==> config.mk <==
export PLATFORM = sky130hd
export DESIGN_NAME = signed_accum
export DESIGN_NICKNAME = d
export VERILOG_FILES = /design/src/rtl/signed_accum_pkg.sv /design/src/rtl/signext.sv /design/src/rtl/signed_accum.sv
export SDC_FILE = /design/constraint.sdc
export NUM_CORES = 1
export LEC_CHECK = 0
export CORE_ASPECT_RATIO = 0.9
export CORE_MARGIN = 3
export CORE_UTILIZATION = 40
export CTS_CLUSTER_SIZE = 25
export DETAILED_ROUTE_END_ITERATION = 8
export GPL_TIMING_DRIVEN = 0
export MAX_ROUTING_LAYER = met4
export PLACE_DENSITY = 0.72
export SYNTH_ARGS = -nofsm -noshare
export SYNTH_HDL_FRONTEND = slang
export SYNTH_HIERARCHICAL = 1
export SYNTH_SLANG_ARGS = --single-unit
export TNS_END_PERCENT = 1
==> constraint.sdc <==
create_clock -name i_clk -period 2.39 [get_ports i_clk]
set_input_delay 0.717 -clock i_clk [delete_from_list [all_inputs] [get_ports i_clk]]
set_output_delay 0.717 -clock i_clk [all_outputs]
set_load 0.01 [all_outputs]
==> src/rtl/signed_accum_pkg.sv <==
// Shared types and the saturation helper for the signed frame accumulator.
// The helper works on a fixed wide word so one function serves any M up to SAT_W.
package signed_accum_pkg;

  typedef enum logic {ACC = 1'b0, HOLD = 1'b1} state_t;

  localparam int SAT_W = 64;

  // Returns {clamp, value}: value is raw clamped to the signed m-bit range.
  function automatic logic [SAT_W:0] saturate(input logic signed [SAT_W:0] raw,
                                               input int unsigned m);
    logic signed [SAT_W:0] one;
    logic signed [SAT_W:0] hi;
    logic signed [SAT_W:0] lo;
    logic [SAT_W:0]        res;
    one = {{SAT_W{1'b0}}, 1'b1};
    hi  = (one <<< (m - 1)) - one;
    lo  = -(one <<< (m - 1));
    if (raw > hi)
      res = {1'b1, hi[SAT_W-1:0]};
    else if (raw < lo)
      res = {1'b1, lo[SAT_W-1:0]};
    else
      res = {1'b0, raw[SAT_W-1:0]};
    return res;
  endfunction

endpackage

==> src/rtl/signext.sv <==
// Sign-extends an N-bit two's-complement value to M bits.
module signext #(
  parameter int N = 2,
  parameter int M = 5
) (
  input  logic [N-1:0] narrow,
  output logic [M-1:0] wide
);

  assign wide = {{(M-N){narrow[N-1]}}, narrow};

endmodule

==> src/rtl/signed_accum.sv <==
// Frame accumulator: sums COUNT widened samples with per-step saturation and
// presents the frame sum plus a sticky overflow flag over a valid/ready handshake.
module signed_accum
  import signed_accum_pkg::*;
#(
  parameter int N     = 2,
  parameter int M     = 5,
  parameter int COUNT = 4
) (
  input  logic         i_clk,
  input  logic         i_rst,
  input  logic [N-1:0] i_val,
  input  logic         i_valid,
  output logic         o_ready,
  output logic [M-1:0] o_sum,
  output logic         o_valid,
  input  logic         i_ready,
  output logic         o_ovf
);

  localparam int CW = (COUNT > 1) ? $clog2(COUNT) : 1;

  state_t                state, state_nxt;
  logic signed [M-1:0]   ext;
  logic signed [M-1:0]   acc;
  logic signed [M-1:0]   acc_nxt;
  logic signed [M:0]     raw;
  logic signed [SAT_W:0] raw_w;
  logic [CW-1:0]         cnt;
  logic                  ovf;
  logic                  clamp;
  logic                  accept;
  logic                  last;

  signext #(.N(N), .M(M)) u_signext (
    .narrow (i_val),
    .wide   (ext)
  );

  // Step: widen, add in M+1 bits, clamp back to M bits.
  assign raw     = $signed({acc[M-1], acc}) + $signed({ext[M-1], ext});
  assign raw_w   = (SAT_W+1)'(raw);
  assign acc_nxt = M'(saturate(raw_w, M));
  assign clamp   = 1'(saturate(raw_w, M) >> SAT_W);
  assign accept  = i_valid && o_ready;
  assign last    = (cnt == CW'(COUNT - 1));

  always_ff @(posedge i_clk or posedge i_rst) begin
    if (i_rst) state <= ACC;
    else       state <= state_nxt;
  end

  always_comb begin
    state_nxt = state;
    o_ready   = 1'b0;
    o_valid   = 1'b0;
    case (state)
      ACC: begin
        o_ready = 1'b1;
        if (accept && last) state_nxt = HOLD;
      end
      HOLD: begin
        o_valid = 1'b1;
        if (i_ready) state_nxt = ACC;
      end
      default: state_nxt = ACC;
    endcase
  end

  always_ff @(posedge i_clk or posedge i_rst) begin
    if (i_rst) begin
      acc   <= '0;
      cnt   <= '0;
      ovf   <= 1'b0;
      o_sum <= '0;
      o_ovf <= 1'b0;
    end else begin
      case (state)
        ACC: begin
          if (accept) begin
            acc <= acc_nxt;
            cnt <= cnt + CW'(1);
            ovf <= ovf | clamp;
            if (last) begin
              o_sum <= acc_nxt;
              o_ovf <= ovf | clamp;
            end
          end
        end
        HOLD: begin
          // o_sum is left alone after the handshake; o_valid qualifies it.
          if (i_ready) begin
            acc <= '0;
            cnt <= '0;
            ovf <= 1'b0;
          end
        end
        default: ;
      endcase
    end
  end

endmodule
==> impl_metrics.py <==
metrics = {
    "grt": {
        "grt_max_degree": 16,
        "grt-ovfl-total": 0,
        "grt_pass1_vias": 704,
        "grt_pass1_wl_um": 3150,
        "antenna_found_initial": 0,
        "grt_use_total": 0.146,
    },
    "sta": {
        "maxSlewHeadroom": 0.622,
        "setup_viol": 1,
        "finalHoldViolCount": 0,
        "max_clock_freq_ghz": 0.417,
        "finalCritPeriodShare": 1.00,
        "clock_skew_ps": 6.51,
        "period_minus_slack_ps": 2400,
        "slew_viol_final": 0,
        "worst_pin_slew_ps": 566,
        "fin_ws_ps": -9.62,
        "whs_ps": 480,
        "rsz0062_at_grt": "true",
    },
    "yosys": {
        "syn_inst": 93,
        "netlist_area_um2": 918,
        "syn_nets": 109,
        "synth_cell_types": 29,
        "seq_area_frac_synth": 0.409,
        "syn_avg_cell_area_um2": 9.88,
        "synth.ff_latch_count": 15,
        "yosysWarnings": 6,
    },
    "cells_and_area": {
        "area_growth_pct": 26.7,
        "final_nets": 129,
        "register_area_um2": 375,
        "drive_above_1_share": 0.259,
        "multiInputGateArea_um2": 509,
        "fin_cells": 137,
        "design_area_um2": 1160,
        "diodes": 0,
        "fillCellCount": 189,
    },
    "placed_design": {
        "dpl.hpwl_um": 1340,
        "gp_congestion": 0.748,
        "place_inst": 128,
        "portBuffers": 10,
        "dpl-instance-area_um2": 1080,
    },
    "pwr": {
        "switching_share": 0.403,
        "internal_power_w": 0.00101,
        "pwr-share-clk": 0.090,
        "seq_power_share": 0.273,
        "ir_worst_vdd_uv": 814,
        "p_sw_w": 0.000684,
        "combPwrFrac": 0.637,
        "powerDensity_nw_per_um2": 1460,
        "p_leak_nw": 0.544,
    },
    "floorplan": {
        "io_pins": 14,
        "coreArea_um2": 2050,
        "die_width_um": 56.5,
        "die_height_um": 51.5,
        "initial_core_util": 0.449,
        "rows": 15,
        "die-area_um2": 2910,
    },
    "clock_network": {
        "cts_root_buffer": "clkbuf_4",
        "cts_tree": "done",
        "clockBufferDepth": 2,
        "insertion_delay_ps": 300,
        "clk_pin_slew_worst_paths_ps": 90,
        "numCtsBuffers": 3,
        "cts_sinks": 15,
        "h-tree-depth": 1,
        "hold_buffers": 0,
    },
    "worst_hold_path": {
        "hp-class": "register to register",
    },
    "worst_setup_path": {
        "setup.worst_path.start_class": "primary input",
        "critPathMaxFanout": 4,
        "crit_arrival_ps": 2580,
        "cp.required_ps": 2570,
        "endpoint_kind": "register",
        "crit_type": "primary input to register",
    },
    "detailed_routing": {
        "drc": 0,
        "wl_per_cell_um": 13.1,
        "via_count": 692,
        "ant_nets": 0,
        "topRoutingLayerUsed": "met4",
        "routed_wl_um": 1800,
        "drt-met1-wl_um": 863,
        "drt_iter0_drc": 10,
        "wl_met2_um": 844,
        "dr.pass1.iters": 4,
        "wl_met3_um": 71,
        "via_per_inst": 5.05,
    },
    "status": {
        "status": "complete, but fails checks",
        "violations": "negative setup slack",
    },
    "flow_run": {
        "maxCapViolations": 0,
    },
}
-- area by class of cell --
| class | count | area share |
|---|---|---|
| plain buffers | 8 | 0.0591 |
| clock buffers | 4 | 0.0226 |
| inverters | 4 | 0.0129 |
| multi-input cells | 66 | 0.438 |
| flip-flops and latches | 15 | 0.323 |
| well taps | 25 | 0.0269 |
| repair buffers | 15 | 0.118 |
-- placed cells by master (no fill, tap or decap), drive strengths merged --
cell type and instances:
a21oi 9, nand2b 1, o31a 1, nor2 7, or2b 1, mux2 1, ha 9, a21o 2
o22ai 1, mux2i 1, nand3 2, fa 1, xor2 2, a221o 1, clkdlybuf4s50 10, xnor2 1
nand2 11, dfrtp 15, a22o 3, a31oi 1, nor2b 2, inv 4, a31o 1, clkbuf 4
buf 13, o21ai 8
-- layer usage --
metal / vias to the layer above / GRT usage
met5: - / -
met4: 0 / 0.0356
met3: 4 / 0.0530
met2: 13 / 0.244
met1: 320 / 0.169
li1: 355 / -
-- synthesized netlist by cell type --
cell	instances	area share
dfrtp_1	15	0.41
buf_6	2	0.025
inv_1	4	0.016
buf_2	1	0.0054
buf_4	5	0.041
nand2_2	1	0.0068
fa_1	1	0.022
a31o_2	1	0.0095
mux2i_1	1	0.011
nor2b_1	1	0.0068
nand2_1	10	0.041
o31a_1	1	0.0095
a22o_2	1	0.011
o21ai_0	8	0.044
a21oi_1	9	0.049
a221o_2	1	0.012
a22o_1	2	0.019
nor2_1	7	0.029
ha_1	9	0.12
xor2_1	2	0.019
o22ai_1	1	0.0068
mux2_2	1	0.012
nand3_1	2	0.011
a31oi_1	1	0.0068
a21o_1	2	0.016
nand2b_1	1	0.0068
xnor2_1	1	0.0095
or2b_1	1	0.0082
nor2b_4	1	0.015
-- repair_timing --
item	CTS	global route
pin swaps	3	2
setup buffers	5	0
endpoints found under the setup margin	2	12
gates resized for setup	1	3
-- final timing paths --
kind | depth (start not counted) | to | slack (ps) | from
worst max-delay path | 11 | acc[3] | -10 | i_val[0]
worst min-delay path | 2 | o_sum[1] | 480 | o_sum[1]
worst max register to register | 10 | acc[3] | 50 | acc[0]
worst min register to register | 2 | o_sum[1] | 480 | o_sum[1]
max in group asynchronous | 2 | cnt[1] | 1250 | i_rst
min in group asynchronous | 2 | o_sum[1] | 760 | i_rst
-- stage by stage --
stage	TNS, ps	worst slack [ps]	util	power (W)
2_1_floorplan	-1070	-311	-	0.00111
3_3_place_gp	-2710	-419	0.530	0.00137
3_5_place_dp	-3000	-446	0.530	0.00140
4_1_cts	-171	-81.9	0.563	0.00167
5_1_grt	-203	-104	0.569	0.00187
6_report	-9.62	-9.62	0.569	0.00170
-- cell families (layout without fill, tap and decap cells) --
group,count (synthesis),after routing,share of synthesized area
xor+xnor,3,3,0.0286
flops,15,15,0.409
compound gates,27,27,0.184
buf+inv,12,31,0.0872
simple gates,24,24,0.124
fa+ha+maj,10,10,0.144
mux,2,2,0.0232
-- worst max-delay path, stage by stage --
cell	delay, ps
buf_6	90
ha_4	150
fa_2	330
a21o_1	170
a21oi_2	160
xor2_2	200
inv_1	100
ha_4	180
mux2i_1	120
nor2_1	60
a221o_2	290
-- sequential cells by signal, indices dropped and copies added, names as in the netlist --
register	cells
acc	5
cnt	2
o_ovf	1
o_sum	5
ovf	1
state	1
-- power by group through the flow --
stage | logic (W) | registers [W] | clock network, W
after floorplan | 0.000635 | 0.000478 | 0
after global placement | 0.000904 | 0.000463 | 0
after detailed placement | 0.000927 | 0.000469 | 0
after CTS | 0.00105 | 0.000465 | 0.000154
after global routing | 0.00122 | 0.000482 | 0.000169
final | 0.00108 | 0.000464 | 0.000153
Note: power is estimated with default switching activity, not from simulation.
